--- src/rtl/rate_ctrl.sv ---
// rate_ctrl: run/stop and rate-select controller for a glitch-free 50%-duty divided clock.
// Optional macro RATE_BURST_EN adds burst_len, which auto-stops a run after N periods.
module rate_ctrl #(
    parameter logic [31:0] DIV0 = 32'd6000000,
    parameter logic [31:0] DIV1 = 32'd3000000,
    parameter logic [31:0] DIV2 = 32'd1500000,
    parameter logic [31:0] DIV3 = 32'd750000
) (
    input  logic        clk_in,
    input  logic        rst_n,
    input  logic        start,
    input  logic        stop,
    input  logic [1:0]  sel,
`ifdef RATE_BURST_EN
    input  logic [7:0]  burst_len,
`endif
    output logic        clk_out,
    output logic        tick,
    output logic        running,
    output logic [1:0]  sel_active,
    output logic [15:0] tick_cnt
);

    typedef enum logic [1:0] {StIdle, StRun, StStopPend} state_e;

    function automatic logic [31:0] half_of(input logic [31:0] div);
        logic [31:0] h;
        h = div >> 1;
        return (h == 32'd0) ? 32'd1 : h;
    endfunction

    localparam logic [31:0] Half0 = half_of(DIV0);
    localparam logic [31:0] Half1 = half_of(DIV1);
    localparam logic [31:0] Half2 = half_of(DIV2);
    localparam logic [31:0] Half3 = half_of(DIV3);

    state_e      r_state, w_state_d;
    logic [31:0] r_cnt, w_cnt_d;
    logic        r_clk_out, w_clk_out_d;
    logic        r_tick, w_tick_d;
    logic [1:0]  r_sel_active, w_sel_active_d;
    logic [15:0] r_tick_cnt, w_tick_cnt_d;

    logic [31:0] w_half;
    logic        w_term;
    logic        w_boundary;
    logic        w_start_req;
    logic        w_cancel;
    logic        w_burst_done;

`ifdef RATE_BURST_EN
    logic [7:0] r_pcnt, w_pcnt_d;
    logic [7:0] r_blen, w_blen_d;

    // The boundary being processed is period number r_pcnt + 1 of this run.
    assign w_burst_done = (r_blen != 8'd0) && ((r_pcnt + 8'd1) == r_blen);
`else
    assign w_burst_done = 1'b0;
`endif

    always_comb begin
        case (r_sel_active)
            2'd0:    w_half = Half0;
            2'd1:    w_half = Half1;
            2'd2:    w_half = Half2;
            default: w_half = Half3;
        endcase
    end

    assign w_term      = (r_cnt >= (w_half - 32'd1));
    assign w_boundary  = w_term & r_clk_out;
    assign w_start_req = start & ~stop;
    assign w_cancel    = (r_state == StStopPend) & w_start_req;

    always_comb begin
        w_state_d      = r_state;
        w_cnt_d        = r_cnt;
        w_clk_out_d    = r_clk_out;
        w_tick_d       = 1'b0;
        w_sel_active_d = r_sel_active;
        w_tick_cnt_d   = r_tick_cnt;
`ifdef RATE_BURST_EN
        w_pcnt_d       = r_pcnt;
        w_blen_d       = r_blen;
`endif
        case (r_state)
            StIdle: begin
                if (w_start_req) begin
                    w_state_d      = StRun;
                    w_cnt_d        = 32'd0;
                    w_sel_active_d = sel;
`ifdef RATE_BURST_EN
                    w_pcnt_d       = 8'd0;
                    w_blen_d       = burst_len;
`endif
                end
            end
            StRun, StStopPend: begin
                w_cnt_d = w_term ? 32'd0 : (r_cnt + 32'd1);
                if (w_term) begin
                    w_clk_out_d = ~r_clk_out;
                    if (!r_clk_out) begin
                        w_tick_d     = 1'b1;
                        w_tick_cnt_d = r_tick_cnt + 16'd1;
                    end
                end
                if (r_state == StRun) begin
                    if (stop) begin
                        w_state_d = StStopPend;
                    end
                end else if (w_cancel) begin
                    w_state_d = StRun;
                end
                // Falling edge of clk_out: the only point where rate or run state may change.
                if (w_boundary) begin
`ifdef RATE_BURST_EN
                    w_pcnt_d = r_pcnt + 8'd1;
`endif
                    if (((r_state == StStopPend) && !w_cancel) || w_burst_done) begin
                        w_state_d = StIdle;
                    end else begin
                        w_sel_active_d = sel;
                    end
                end
            end
            default: w_state_d = StIdle;
        endcase
    end

    always_ff @(posedge clk_in or negedge rst_n) begin
        if (!rst_n) begin
            r_state      <= StIdle;
            r_cnt        <= 32'd0;
            r_clk_out    <= 1'b0;
            r_tick       <= 1'b0;
            r_sel_active <= 2'd0;
            r_tick_cnt   <= 16'd0;
`ifdef RATE_BURST_EN
            r_pcnt       <= 8'd0;
            r_blen       <= 8'd0;
`endif
        end else begin
            r_state      <= w_state_d;
            r_cnt        <= w_cnt_d;
            r_clk_out    <= w_clk_out_d;
            r_tick       <= w_tick_d;
            r_sel_active <= w_sel_active_d;
            r_tick_cnt   <= w_tick_cnt_d;
`ifdef RATE_BURST_EN
            r_pcnt       <= w_pcnt_d;
            r_blen       <= w_blen_d;
`endif
        end
    end

    assign clk_out    = r_clk_out;
    assign tick       = r_tick;
    assign running    = (r_state != StIdle);
    assign sel_active = r_sel_active;
    assign tick_cnt   = r_tick_cnt;

endmodule

--- config.mk ---
export PLATFORM = sky130hd
export DESIGN_NAME = rate_ctrl
export DESIGN_NICKNAME = d
export VERILOG_FILES = /design/src/rtl/rate_ctrl.sv
export SDC_FILE = /design/constraint.sdc
export NUM_CORES = 1
export LEC_CHECK = 0
export ABC_AREA = 1
export ABC_CLOCK_PERIOD_IN_PS = 6500
export BUFFER_PORTS_ARGS = -buffer_cell sky130_fd_sc_hd__buf_4
export CELL_PAD_IN_SITES_DETAIL_PLACEMENT = 1
export CELL_PAD_IN_SITES_GLOBAL_PLACEMENT = 1
export CORE_ASPECT_RATIO = 1.2
export CORE_MARGIN = 2
export CORE_UTILIZATION = 48
export DETAILED_ROUTE_END_ITERATION = 16
export PLACE_DENSITY_LB_ADDON = 0.08
export SYNTH_ARGS = -nofsm -noshare
export SYNTH_HDL_FRONTEND = slang
export SYNTH_SLANG_ARGS = --single-unit
--- constraint.sdc ---
create_clock -name clk_in -period 6.5 [get_ports clk_in]
set_input_delay 0.65 -clock clk_in [delete_from_list [all_inputs] [get_ports clk_in]]
set_output_delay 0.65 -clock clk_in [all_outputs]
set_load 0.05 [all_outputs]
# Yosys cells after proc, flatten, opt, wreduce, memory -nomap -nowiden
# Cells that the tools add are included.
dict set report totals {
  reg_bits 54
  input_bits 6
  elab_cells 51
}
dict set report classes {
  n_addsub 3
  magnitude_cmp 1
  n_eq_ne 7
  muxes 18
  bitwise 5
  reduce_logical 11
}
# cell count
set ops {}
lappend ops {{$pmux 22 s3} 1}
lappend ops {{$mux 32} 2}
lappend ops {{$pmux 32 s2} 1}
lappend ops {{$add 32x1->32 const B} 1}
lappend ops {{$ge 32x32->1} 1}
lappend ops {{$sub 32x1->32 const B} 1}
lappend ops {{$mux 2} 9}
lappend ops {{$add 16x1->16 const B} 1}
lappend ops {{$pmux 2 s2} 2}
lappend ops {{$ne 2x2->1 const B} 3}
lappend ops {{$eq 2x1->1 const B} 2}
lappend ops {{$eq 2x2->1 const B} 2}
lappend ops {{$logic_not 2->1} 2}
lappend ops {{$reduce_and 2->1} 2}
lappend ops {{$reduce_and 4->1} 1}
lappend ops {{$reduce_bool 2->1} 2}
lappend ops {{$and 1x1->1} 3}
lappend ops {{$mux 1} 3}
lappend ops {{$reduce_and 3->1} 1}
lappend ops {{$not 1->1} 2}
lappend ops {{$reduce_or 2->1} 1}
lappend ops {{$logic_and 1x1->1} 1}
lappend ops {{$logic_not 1->1} 1}

# Longest topological paths before layout
dict set report logic_depth {
  word_depth 8
  depth_mapped 18
  ltp_nobuf 17
}

# Worst setup path before layout
# No wires, ideal clock.
dict set report synth_timing {
  path_type {register to register}
  from {register r_sel_active[1], in the netlist sel_active[1]}
  to {register r_tick_cnt[6], in the netlist tick_cnt[6]}
  setup_time_ps 120
  arrival_time_ps 2547
  path_slack_ps 3834
  stages_incl_launch_ff 19
  period_less_slack_ps 2666
  cell_sequence {dfrtp_1 > inv_1 > ha_1 > xor2_1 > ha_1 > nand2_1 > nor2_1 > nand2_1 > nand3_1 > nand2_1 > nand2_1 > nand2_1 > nand2_2 > nand3b_4 > inv_2 > buf_4 > nand2_1 > nand2_1 > nand2_1}
}
dict set report synth_via {
  elab_chain_len 5
  elab_cells_between_ends 7
}
# item line_no
set synth_lines {}
lappend synth_lines {{start: declaration} 41} ;# logic [1:0] r_sel_active, w_sel_active_d;
lappend synth_lines {{start signal: assignment} 147} ;# r_sel_active <= w_sel_active_d;
lappend synth_lines {{$eq 2x2->1 (tied with other cells)} 62} ;# case (r_sel_active)
lappend synth_lines {{$pmux 22 s3 *} 62}
lappend synth_lines {{$sub 32x1->32 *} 70} ;# assign w_term = (r_cnt >= (w_half - 32'd1));
lappend synth_lines {{$ge 32x32->1 *} 70}
lappend synth_lines {{$reduce_and 3->1 (no line) *} n/a}
lappend synth_lines {{end signal: assignment} 148} ;# r_tick_cnt <= w_tick_cnt_d;
lappend synth_lines {{end: declaration} 42} ;# logic [15:0] r_tick_cnt, w_tick_cnt_d;
# Mark *: on every way between the ends. The rest lies on a longest branch, timed or not.
# A chain may end at the register's enable or synchronous reset.

# Worst setup path after layout
dict set report layout_timing {
  from {register r_sel_active[1], in the netlist sel_active[1]}
  to {register r_tick_cnt[10], in the netlist tick_cnt[10]}
}
# The elaborated chain is that of the path after synthesis.

==> results by group <==
Floorplan
  • Die Y: 97.2 µm
  • DIE AREA: 7940 µm²
  • Core box area: 6940 µm²
  • Initial Util: 0.501
  • Cell Rows: 33
  • Die X: 81.7 µm
  • I/O pin cnt: 27

Synthesis
  • #FFs+latches synth: 54
  • Top_reg_cell synth: dfrtp_1
  • Post-synthesis cell count: 446
  • Most common cell in the netlist: nand2_1
  • Post-synth top area cell: dfrtp_1
  • Ranking of synthesized cells by area: dfrtp_1 (39%), nand2_1 (12%), ha_1 (12%), inv_1 (7.5%), nor2_1 (3.8%)
  • Synth top cells by count: nand2_1 (112), inv_1 (69), dfrtp_1 (54)
  • Synth Area per Inst: 7.79 µm²
  • Net Count, Synth: 485
  • Synth warnings: 0
  • Netlist Area Pre-Place: 3470 µm²
  • Sequential area share after synthesis: 0.389
  • FFs w/ async S/R, synth: 1.00
  • EDFF count, synth: 0
  • Synth unique cells: 34
  • Share of the synthesized area in the top cell type: 0.389

Placed design
  • Post-detail-place hpwl: 6.99 mm
  • Final Wtd Congestion: 0.848
  • Area of placed instances: 3730 µm²
  • Pre-CTS setup slack: 3.51 ns
  • I/O Buffers: 26

Final layout
  • Filler instances: 891
  • Nets: 511
  • Fin area: 3830 µm²
  • Area grow syn2layout: 10.3%
  • Ratio of cells with drive above 1 in the final layout: 0.108
  • Ant diodes: 0

Setup path
  • CP Launch Type: flip-flop
  • Crit path kind: flip-flop to flip-flop
  • Crit path cell chain: inv_1, ha_1, xor2_1, ha_1, nand2_1, nor2_1, nand2_1, nand3_1, nand2_1, nand2_1, nand2_1, nand2_2, nand3b_4, inv_2, nand2_1, nand2_1, nand2_1
  • CP dominant cell by count: nand2_1
  • Slowest CP cell: dfrtp_1
  • Crit path arrival time: 3.15 ns
  • Crit. End Element: flip-flop
  • Crit-path max FO: 20
  • Worst path max stage delay: 0.51 ns
  • Critical Path RT: 6.70 ns

Status
  • Status: finished clean

Clocking
  • Post-CTS Resized: 0
  • Cts hold-fix bufs: 0
  • Clk_lat worst skew: 0.30 ns
  • Register clock-pin slew on the reported worst setup and hold paths: 0.10 ns
  • Post-CTS setup buffers: 0
  • Max clock buf depth: 2
  • CTS tree: yes
  • H-tree levels: 2
  • Root Driver: clkbuf_8
  • Clock sink count: 54
  • CTS Buf Count: 5

Power and ir drop
  • Seq pwr share: 0.363
  • Worst IR Drop VDD: 231 µV
  • PwrDens: 300 nW/µm²
  • Net Sw Power: 0.535 mW
  • Logic pwr share: 0.466
  • Clock network power share: 0.171
  • Internal power: 0.614 mW
  • Switching share of power: 0.466
  • Leakage: 1.93 nW
  • Total power: 1.15 mW

STA
  • Setup TNS: 0 ns
  • Hold WS: 0.378 ns
  • Period utilization: 0.453
  • Tmin final: 2.95 ns
  • RSZ-0062 raised after global routing: false
  • Final setup skew: 0.00639 ns
  • Final setup viols: 0
  • Top achievable clock speed: 339 MHz
  • Final Hold Viols: 0
  • PnR worst setup slack: 3.55 ns
  • Max-slew headroom: 0.510
  • Worst-Margin Slew: 0.733 ns
  • Slew Viols, Final: 0

Min path
  • Min-Delay Path Class: primary input to asynchronous set/reset pin

GRT
  • Largest net degree at the start of global routing: 55
  • Gr ovfl total: 0
  • Initial antenna violation count: 0
  • Number of global-route vias before repair: 3220
  • First-pass GRT wire length: 15.1 mm
  • GRT Resource Usage Total: 0.244

Routing
  • Pre-antenna DRT Iters: 4
  • Post-Route WL: 8.95 mm
  • Drt first-iter violations: 106
  • DR DRC count: 0
  • Routed len/inst: 16.0 µm
  • Vias per cell: 5.27
  • Post-route ant nets: 0
  • Total number of vias: 2949

Flow run
  • Max-cap viol count: 0
==> layer usage <==
| layer | global-route usage | part of all wire | up-vias |
|---|---|---|---|
| met4 | 0.0513 | 0.011 | 0 |
| met3 | 0.0307 | 0.019 | 9 |
| met5 | 0 | 0 | - |
| li1 | - | - | 1471 |
| met2 | 0.473 | 0.56 | 34 |
| met1 | 0.275 | 0.41 | 1435 |
==> layout make-up <==
cell class | instances | area (µm²) | share of cell area
Clock buffer | 6 | 82.6 | 0.0216
Clock inverter | 2 | 12.5 | 0.00327
Inverter | 73 | 274 | 0.0715
Multi-Input combinational cell | 312 | 1810 | 0.471
Sequential cell | 54 | 1350 | 0.353
Tap cell | 87 | 109 | 0.0284
Timing Repair Buffer | 26 | 195 | 0.0510
==> registers in the layout, summed over array words and instances (netlist names) <==
register and cells:
r_cnt 32, tick_cnt 16, r_state 2, sel_active 2
clk_out 1, tick 1
==> cell families after synthesis <==
| family | count (synthesis) | share of synthesized area |
|---|---|---|
| simple gates | 210 | 0.272 |
| fa+ha+maj | 33 | 0.119 |
| buf+inv | 80 | 0.0911 |
| xor+xnor | 20 | 0.0504 |
| compound gates | 48 | 0.0760 |
| mux | 1 | 0.00288 |
| flops | 54 | 0.389 |
==> critical path: cells and delay by family (launching register included) <==
family        cells  cell delay (ns)
simple gates     12             1.10
xor+xnor          1             0.17
fa+ha+maj         2             0.56
buf+inv           2             0.50
flops             1             0.51
==> per-stage QoR <==
stage,util,instances
6_report,0.552,560
2_1_floorplan,-,446
5_1_grt,0.552,560
3_5_place_dp,0.538,552
4_1_cts,0.552,560
3_3_place_gp,0.538,552
==> power by group through the flow <==
| stage | Combinational [mW] | Sequential, mW | Clock, mW |
|---|---|---|---|
| CTS | 0.543 | 0.418 | 0.203 |
| detailed placement | 0.537 | 0.424 | 0 |
| global route | 0.598 | 0.423 | 0.217 |
| global placement | 0.514 | 0.423 | 0 |
| finish | 0.536 | 0.417 | 0.196 |
| floorplan | 0.339 | 0.468 | 0 |
==> cell usage in the layout, fill, tap and decap left out <==
cell type	n
clkinvlp_4	1
nor4_1	1
inv_2	4
dfrtp_1	54
ha_1	33
a21oi_1	8
o21bai_1	1
o21ai_1	3
nor2_2	5
nand3_2	2
a211oi_1	1
o21ai_0	21
xor2_1	14
nand3b_1	2
nor3_4	1
nand4_1	8
xnor2_1	6
o22ai_1	13
nand2_1	112
nand3b_4	1
nor2_4	2
nor2_1	35
nand3_1	25
nand2_2	2
nor3_1	12
or2_1	1
inv_1	69
clkinv_2	1
o31ai_1	1
clkbuf_8	6
mux2i_1	1
nor2b_1	1
buf_4	26
==> final timing paths <==
path                                from            to  slack [ns]  cells past startpoint
setup / recovery           sel_active[1]  tick_cnt[10]        3.55                     17
hold / removal                     rst_n   tick_cnt[1]        0.38                      1
setup reg to reg           sel_active[1]  tick_cnt[10]        3.55                     17
hold reg to reg                r_cnt[30]     r_cnt[30]        0.50                      2
max in group asynchronous          rst_n     r_cnt[20]        5.65                      1
min in group clk_in            r_cnt[30]     r_cnt[30]        0.50                      2
Note: power is estimated with default switching activity, not from simulation.
